===== src/rtl/amds_link_pkg.sv =====
// Constants and helpers shared by both ends of the AMDS->AMDC serial link.
// The transmit sequencer state type lives here so checkers can bind to it.
package amds_link_pkg;

  localparam logic [3:0] HEADER_NIBBLE    = 4'h9;
  localparam int         NUM_PACKETS      = 4;
  localparam int         BYTES_PER_PACKET = 3;
  localparam int         FRAME_BITS       = 11;

  typedef enum logic [2:0] {
    ST_IDLE,
    ST_LOAD,
    ST_SEND,
    ST_GAP,
    ST_DONE
  } tx_state_e;

  // Even parity: the parity bit makes the total count of ones even.
  function automatic logic calc_parity(input logic [7:0] data);
    return ^data;
  endfunction

endpackage


===== src/rtl/amds_uart_tx_byte.sv =====
// Single UART byte serializer: start, 8 data bits LSB first, parity, stop.
// A start pulse in the last stop-bit cycle chains the next frame with no idle bit.
module uart_tx_byte
  import amds_link_pkg::*;
#(
  parameter int CLKS_PER_BIT = 8
) (
  input  logic       clk,
  input  logic       rst,
  input  logic       start,
  input  logic [7:0] data,
  input  logic       par_inv,
  output logic       dout,
  output logic       done
);

  localparam int              TW     = (CLKS_PER_BIT > 1) ? $clog2(CLKS_PER_BIT) : 1;
  localparam logic [TW-1:0]   T_LAST = TW'(CLKS_PER_BIT - 1);
  localparam logic [3:0]      B_LAST = 4'(FRAME_BITS - 1);

  logic [FRAME_BITS-1:0] shreg;
  logic [TW-1:0]         timer;
  logic [3:0]            bit_cnt;
  logic                  active;

  // done is asserted during the final cycle of the stop bit
  assign done = active && (bit_cnt == B_LAST) && (timer == T_LAST);
  assign dout = shreg[0];

  always_ff @(posedge clk or posedge rst) begin
    if (rst) begin
      shreg   <= '1;
      timer   <= '0;
      bit_cnt <= '0;
      active  <= 1'b0;
    end else if (start) begin
      shreg   <= {1'b1, calc_parity(data) ^ par_inv, data, 1'b0};
      timer   <= '0;
      bit_cnt <= '0;
      active  <= 1'b1;
    end else if (active) begin
      if (timer == T_LAST) begin
        timer <= '0;
        // shifting in ones leaves the line idle-high once the stop bit is out
        shreg <= {1'b1, shreg[FRAME_BITS-1:1]};
        if (bit_cnt == B_LAST) begin
          active <= 1'b0;
        end else begin
          bit_cnt <= bit_cnt + 4'd1;
        end
      end else begin
        timer <= timer + 1'b1;
      end
    end
  end

endmodule


===== src/rtl/amds_uart_tx.sv =====
// Packet sequencer for the AMDS ADC link: sends four samples as twelve framed bytes
// (header 0x90+n, MSB, LSB) per trigger, with optional inter-byte gap and parity faults.
module amds_uart_tx
  import amds_link_pkg::*;
#(
  parameter int CLKS_PER_BIT = 8,
  parameter int GAP_CLKS     = 0
) (
  input  logic            clk,
  input  logic            rst,
  input  logic            start_tx,
  input  logic [15:0]     din0,
  input  logic [15:0]     din1,
  input  logic [15:0]     din2,
  input  logic [15:0]     din3,
  input  logic [3:0]      inject_parity_err,
  output logic            dout,
  output logic            busy,
  output logic            tx_done,
  output logic [15:0]     counter_tx_done,
  output tx_state_e       state_dbg
);

  localparam int            GW       = (GAP_CLKS > 0) ? $clog2(GAP_CLKS + 1) : 1;
  localparam logic [GW-1:0] GAP_LAST = GW'((GAP_CLKS > 0) ? GAP_CLKS - 1 : 0);
  localparam logic [3:0]    LAST_IDX = 4'(NUM_PACKETS * BYTES_PER_PACKET - 1);

  tx_state_e    state;
  logic [3:0]   idx;
  logic [3:0]   next_idx;
  logic [GW-1:0] gap_cnt;
  logic [15:0]  samples [NUM_PACKETS];
  logic [3:0]   inj_q;

  logic         byte_start;
  logic [7:0]   byte_data;
  logic         par_inv;
  logic         ser_done;
  logic [1:0]   pkt;
  logic [1:0]   slot;

  assign state_dbg = state;

  // Handshake: start_tx is a single-cycle request, taken only when busy is low;
  // there is no ready output and requests while busy are dropped.

  // The next byte is issued combinationally so the serializer reloads on the
  // same edge its previous stop bit ends (or the gap expires).
  always_comb begin
    byte_start = 1'b0;
    next_idx   = idx + 4'd1;
    unique case (state)
      ST_IDLE, ST_DONE: begin
        byte_start = start_tx;
        next_idx   = 4'd0;
      end
      ST_SEND: byte_start = ser_done && (idx != LAST_IDX) && (GAP_CLKS == 0);
      ST_GAP:  byte_start = (gap_cnt == GAP_LAST);
      default: byte_start = 1'b0;
    endcase
  end

  always_comb begin
    pkt       = 2'(next_idx / 4'd3);
    slot      = 2'(next_idx % 4'd3);
    byte_data = 8'h00;
    unique case (slot)
      2'd0:    byte_data = {HEADER_NIBBLE, 2'b00, pkt};
      2'd1:    byte_data = samples[pkt][15:8];
      default: byte_data = samples[pkt][7:0];
    endcase
    par_inv = (slot == 2'd1) && inj_q[pkt];
  end

  uart_tx_byte #(
    .CLKS_PER_BIT(CLKS_PER_BIT)
  ) u_byte (
    .clk     (clk),
    .rst     (rst),
    .start   (byte_start),
    .data    (byte_data),
    .par_inv (par_inv),
    .dout    (dout),
    .done    (ser_done)
  );

  // LOAD is the first cycle of each frame; the serializer is already driving its start bit.
  always_ff @(posedge clk or posedge rst) begin
    if (rst) begin
      state           <= ST_IDLE;
      idx             <= '0;
      gap_cnt         <= '0;
      busy            <= 1'b0;
      tx_done         <= 1'b0;
      counter_tx_done <= '0;
      inj_q           <= '0;
      for (int i = 0; i < NUM_PACKETS; i++) samples[i] <= '0;
    end else begin
      tx_done <= 1'b0;
      unique case (state)
        ST_IDLE, ST_DONE: begin
          if (start_tx) begin
            samples[0] <= din0;
            samples[1] <= din1;
            samples[2] <= din2;
            samples[3] <= din3;
            inj_q      <= inject_parity_err;
            idx        <= '0;
            busy       <= 1'b1;
            state      <= ST_LOAD;
          end else begin
            state <= ST_IDLE;
          end
        end
        ST_LOAD: state <= ST_SEND;
        ST_SEND: begin
          if (ser_done) begin
            if (idx == LAST_IDX) begin
              state           <= ST_DONE;
              tx_done         <= 1'b1;
              busy            <= 1'b0;
              counter_tx_done <= counter_tx_done + 16'd1;
            end else if (GAP_CLKS > 0) begin
              gap_cnt <= '0;
              state   <= ST_GAP;
            end else begin
              idx   <= next_idx;
              state <= ST_LOAD;
            end
          end
        end
        ST_GAP: begin
          if (gap_cnt == GAP_LAST) begin
            idx   <= next_idx;
            state <= ST_LOAD;
          end else begin
            gap_cnt <= gap_cnt + 1'b1;
          end
        end
        default: state <= ST_IDLE;
      endcase
    end
  end

endmodule


===== config.mk =====
export PLATFORM = sky130hd
export DESIGN_NAME = amds_uart_tx
export DESIGN_NICKNAME = d
export VERILOG_FILES = /design/src/rtl/amds_link_pkg.sv /design/src/rtl/amds_uart_tx_byte.sv /design/src/rtl/amds_uart_tx.sv
export SDC_FILE = /design/constraint.sdc
export NUM_CORES = 1
export LEC_CHECK = 0
export BUFFER_PORTS_ARGS = -buffer_cell sky130_fd_sc_hd__buf_4
export CELL_PAD_IN_SITES_DETAIL_PLACEMENT = 0
export CELL_PAD_IN_SITES_GLOBAL_PLACEMENT = 2
export CORE_MARGIN = 1.5
export CORE_UTILIZATION = 31
export DETAILED_ROUTE_END_ITERATION = 6
export GPL_TIMING_DRIVEN = 0
export PLACE_DENSITY_LB_ADDON = 0.1
export SLEW_MARGIN = 20
export SYNTH_ARGS = -nofsm -noshare
export SYNTH_HDL_FRONTEND = slang
export SYNTH_SLANG_ARGS = --single-unit

===== constraint.sdc =====
create_clock -name clk -period 5.1 [get_ports clk]
set_input_delay 0.255 -clock clk [delete_from_list [all_inputs] [get_ports clk]]
set_output_delay 0.255 -clock clk [all_outputs]
set_load 0.01 [all_outputs]

# After elaboration in Yosys (flattened, before gate mapping)
# Index checks and enable logic that the tools add are counted.
# W data, S select, Z words.
[op_classes]
n_bitwise = 3
magnitude_cmp = 2
addsub = 5
n_div = 2
n_reduce_logical = 19
muxes = 40
n_eq_ne = 15
[ops]
columns = ["op", "n"]
rows = [
  ["$mux W4", 9],
  ["$mux W11", 3],
  ["$bmux W16 S2", 1],
  ["$mux W16", 2],
  ["$mux W3", 6],
  ["$add A16 B1 Y16 const B", 1],
  ["$pmux W8 S2", 1],
  ["$mux W1", 13],
  ["$ne A2 B2 Y1 const B", 6],
  ["$pmux W3 S4", 1],
  ["$pmux W4 S3", 1],
  ["$add A4 B1 Y4 const B", 2],
  ["$eq A4 B4 Y1 const B", 2],
  ["$reduce_xor A8 Y1", 1],
  ["$eq A3 B2 Y1 const B", 2],
  ["$eq A3 B3 Y1 const B", 2],
  ["$reduce_and A2 Y1", 3],
  ["$reduce_and A3 Y1", 2],
  ["$reduce_bool A2 Y1", 3],
  ["$reduce_and A5 Y1", 1],
  ["$div A4 B2 Y4 const B", 1],
  ["$logic_and A1 B1 Y1", 4],
  ["$mod A4 B2 Y4 const B", 1],
  ["$ne A4 B4 Y1 const B", 1],
  ["17 further kinds", 17],
]
[word_totals]
inputBits = 71
reg_bits = 113

# Depth between registers and ports, before layout
[depth]
word_depth = 12
ltp_mapped = 25

# Modules after synthesis
# From an unflattened synthesis, not the netlist that was laid out.
[unflattened]
cells_unflattened = 456
hier_area_um2 = 5547.8
[modules_own_cells]
columns = ["mod", "instances", "area_each_um2", "cells_each"]
rows = [
  ["amds_uart_tx", 1, 4600.7, 364],
  ["uart_tx_byte", 1, 947.2, 92],
]

# Least setup slack after synthesis
# No wires, ideal clock.
[synth_timing]
path_type = "register -> register"
from = "reg idx[1]"
to = "reg u_byte.shreg[9]"
required_time_ns = 5.027
n_path_buf = 3
arrival_ns = 4.847
path_stages_with_launch = 25
period_less_slack_ns = 4.920
path_slack_ns = 0.180
setup_ns = 0.073
cell_sequence = "dfrtp_1 > ha_1 > buf_6 > nor2b_1 > a21oi_2 > o22a_1 > nor2_1 > ha_1 > inv_1 > ha_1 > clkbuf_1 > xnor2_1 > a31oi_1 > ha_1 > nor3b_1 > nand4_1 > o22ai_1 > or2_1 > buf_4 > mux2_4 > a211oi_2 > xor2_1 > xnor2_1 > xnor3_1 > a21oi_1"
[synth_via]
elab_chain_cells = 11
elab_cells_between_ends = 23
[synth_rtl]
columns = ["element", "line_no", "rtl"]
rows = [
  ["start, declared", "amds_uart_tx.sv:29", "logic [3:0] idx;"],
  ["start signal, assigned", "amds_uart_tx.sv:127", "idx <= next_idx;"],
  ["start signal, assigned", "amds_uart_tx.sv:134", "idx <= next_idx;"],
  ["$add A4 B1 Y4", "amds_uart_tx.sv:51", "next_idx = idx + 4'd1;"],
  ["$mux W4", "amds_uart_tx.sv:52", "unique case (state)"],
  ["$div A4 B2 Y4", "amds_uart_tx.sv:64", "pkt = 2'(next_idx / 4'd3);"],
  ["$not A2 Y3 (implied by the code)", "amds_uart_tx.sv:69, amds_uart_tx.sv:70", ""],
  ["$bmux W16 S2", "amds_uart_tx.sv:69, amds_uart_tx.sv:70", ""],
  ["$mux W16 (implied by the code) (2 in series)", "amds_uart_tx.sv:70", "default: byte_data = samples[pkt][7:0];"],
  ["$pmux W8 S2", "amds_uart_tx.sv:67", "unique case (slot)"],
  ["$reduce_xor A8 Y1", "amds_link_pkg.sv:20", "return ^data;"],
  ["$xor A1 B1 Y1", "amds_uart_tx_byte.sv:37", "shreg <= {1'b1, calc_parity(data) ^ par_inv, data, 1'b0};"],
  ["$mux W11", "amds_uart_tx_byte.sv:36", "end else if (start) begin"],
  ["end signal, assigned", "amds_uart_tx_byte.sv:37", ""],
  ["end signal, assigned", "amds_uart_tx_byte.sv:45", "shreg <= {1'b1, shreg[FRAME_BITS-1:1]};"],
  ["end, declared", "amds_uart_tx_byte.sv:21", "logic [FRAME_BITS-1:0] shreg;"],
]
# Several ways; a longest one is shown, not always the timed one. The select of a mux whose other input is x is not followed.
# A chain may end at the register's enable or synchronous reset.

# Final worst setup path
# Same ends and word-level chain as after synthesis.

==> results.toml <==
[outcome]
status = "finished, final reports clean"

[power_and_ir_drop]
swShare_pct = 22.6
ir_drop_mv = 0.220
p_sw_uw = 366
p_per_area_mw_per_mm2 = 226
pwr-share-comb_pct = 4.0
p_total_uw = 1620
power.leakage_uw = 0.00361
p_clk_share_pct = 41.6
p_int_uw = 1250
sequentialPowerShare_pct = 54.5

[die]
fp.dieH_um = 138
die_area_sq_mm = 0.0191
core_sq_mm = 0.0179
io_pins = 93
die_x_um = 138
start_util_pct = 31.6
row_count = 49

[logic_synthesis]
yosysSeqAreaShare_pct = 49.4
synth-edff-count = 0
yosys.area.top_type = "dfrtp_1"
yosysWarnings = 0
synth_cells = 612
ys_types = 64
syn_nets = 692
ys_top_cells_by_area = "dfrtp_1 (45%), nand2_1 (15%), mux2i_1 (4.8%)"
ys_ff_latch = 111
syn_area_per_cell_sq_um = 9.24
synth_top_cell_area_share_pct = 44.7
netlist_area_sq_mm = 0.00565
ys.flop_type = "dfrtp_1"
async_reset_ff_share_pct = 100

[clocking]
clk_pin_slew_ns = 0.08
cts_tree = "done"
clock-root-buffer = "clkbuf_16"
cts_buffers = 9
clk_path_buf_depth = 2
clock_latency_ns = 0.36
cts_max_level = 3
cts_sinks = 111

[detailed_routing]
num_vias = 4610
vias_per_cell = 4.81
wl_per_cell_um = 16.5
drc_errors = 0
drtIter0Drc = 263
wirelength_mm = 15.8
detail-route-antenna-nets = 0
dr.pass1.iters = 4

[worst_hold_path]
hold_depth = 3
hp-class = "input port to flop"

[grt]
grt_pass1_vias = 4791
grt_max_degree = 70
grt_pass1_wl_mm = 25.6
grt_usage_pct = 17.1
antenna_found_initial = 0
overflow = 0

[timing]
timing.slew.headroom_pct = 49.5
finalMaxSlewViolations = 0
holdWs_ns = 0.0781
fin_crit_sh_pct = 93.3
max_freq_ghz = 0.210
hold_violations = 0
tightest_slew_ns = 0.752
fin_crit_ns = 4.76
fin_ws_ns = 0.341
rsz0062_at_grt = "no"
clock_skew_ns = 0.0147
finalSetupViolCount = 0

[layout]
fillers = 1854
multi_input_area_sq_mm = 0.00278
diodes = 0
final_nets = 805
area_growth_pct = 26.2
seqCellArea_sq_mm = 0.00279
drive_gt1_share_pct = 24.6

[setup_path]
crit_path_end_kind = "flop"
crit_required_ns = 5.38
crit_type = "flop to flop"
path_max_fanout = 9
rr_worst_depth = 23
worstPathArrival_ns = 5.04
critPathLaunchType = "flop"

[flow_run]
drv_cap = 0

[placed_design]
pre_cts_ws_ns = -0.630
gp_congestion = 0.828
dp.final_hpwl_mm = 11.8
io_buffers = 92
per-stage QoR:
step                std cells  setup TNS [ns]  util [%]  area [sq um]
finish                    958               0      39.9          7130
global route              958               0      39.9          7130
CTS                       952               0      39.2          7020
detailed placement        934           -1.10      37.2          6660
global placement          933          -0.863      37.0          6630
floorplan                 612               0         -          5650
placed cells by master, fill, tap and decap left out, types with 3 or more instances in the layout:
cell type,netlist,layout
o211ai_1,3,3
inv_1,8,7
mux2_2,10,10
nor2_1,31,31
xor2_1,9,9
clkbuf_1,20,19
a211oi_1,9,7
a21oi_1,14,14
nand3_1,6,6
buf_6,4,5
ha_1,9,7
mux2i_1,27,26
nand2b_1,4,4
nand4_1,9,9
nand2_1,231,231
and2_1,8,8
buf_4,3,104
o21ai_0,11,11
a222oi_1,3,3
clkbuf_16,0,9
inv_6,0,3
nor3_1,6,6
dfstp_2,10,10
xnor2_1,19,18
dfrtp_1,101,100
cell usage after synthesis, drive strengths merged, types with 11 or more instances:
cell type,instances
nand2,231
dfrtp,101
nor2,32
mux2i,28
clkbuf,21
xnor2,19
a21oi,15
buf,12
a211oi,11
mux2,11
o21ai,11
power groups by stage:
stage / Clock [uW] / Sequential [uW] / Combinational, uW
floorplan: 0 / 897 / 13.3
detailed placement: 0 / 897 / 65.9
global route: 733 / 880 / 71.1
finish: 672 / 880 / 64.0
CTS: 694 / 880 / 66.7
global placement: 0 / 897 / 61.9
flip-flops by register name, indices dropped and copies added, names as in the netlist:
name / count
busy: 1
counter_tx_done: 16
idx: 4
inj_q: 4
samples: 64
state_dbg: 3
tx_done: 1
u_byte.active: 1
u_byte.bit_cnt: 4
u_byte.shreg: 10
u_byte.timer: 3
routing by layer:
layer  global-route usage (%)  vias up  wire length, um
met5                        0        -                0
met4                     4.93        0              226
li1                         -     2258                -
met3                     3.08       18              683
met1                     23.9     2231             7660
met2                     27.2      103             7270
kinds of logic after synthesis:
group	after synthesis	synth area share, %
xor+xnor	29	4.74
fa+ha+maj	9	1.99
mux	39	7.44
simple gates	315	23.3
compound gates	68	9.67
flops	111	49.4
buf+inv	41	3.54
layout make-up:
cell class / instances / share of cell area (%)
flip-flops and latches: 111 / 39.1
multi-input cells: 460 / 39.0
repair buffers: 103 / 11.2
well taps: 229 / 4.02
clock buffers: 9 / 3.16
plain buffers: 32 / 2.42
clock inverters: 6 / 0.631
inverters: 8 / 0.491
final timing paths:
| check | endpoint | slack (ns) | start |
|---|---|---|---|
| worst max-delay path | u_byte.shreg[9] | 0.34 | idx[1] |
| worst min-delay path | samples[58] | 0.08 | din0[10] |
| worst max register to register | u_byte.shreg[9] | 0.34 | idx[1] |
| worst min register to register | state_dbg[1] | 0.45 | state_dbg[2] |
| max in group asynchronous | samples[54] | 3.94 | rst |
| min in group asynchronous | state_dbg[1] | 0.45 | rst |
worst max-delay path, cell delays in order, from the launching register on:
cell	delay, ns
dfrtp_2	0.42
ha_1	0.20
buf_6	0.14
nor2b_2	0.16
a21oi_2	0.15
o22a_1	0.16
nor2_1	0.04
ha_1	0.19
inv_1	0.08
ha_4	0.18
xnor2_2	0.13
a31oi_2	0.11
ha_4	0.25
nor3b_4	0.23
nand4_1	0.21
o22ai_4	0.23
or2_1	0.14
buf_4	0.15
mux2_4	0.37
a211oi_4	0.25
xor2_1	0.19
xnor2_1	0.14
xnor3_1	0.42
a21oi_1	0.15
timing repair:
action | CTS | global route
resized for setup | 11 | 13
pin swaps | 1 | 5
hold buffers | 1 | 0
hold endpoints to repair | 32 | 0
buffers inserted | 3 | 6
endpoints found under the setup margin | 4 | 1
(Power assumes the default switching activity.)
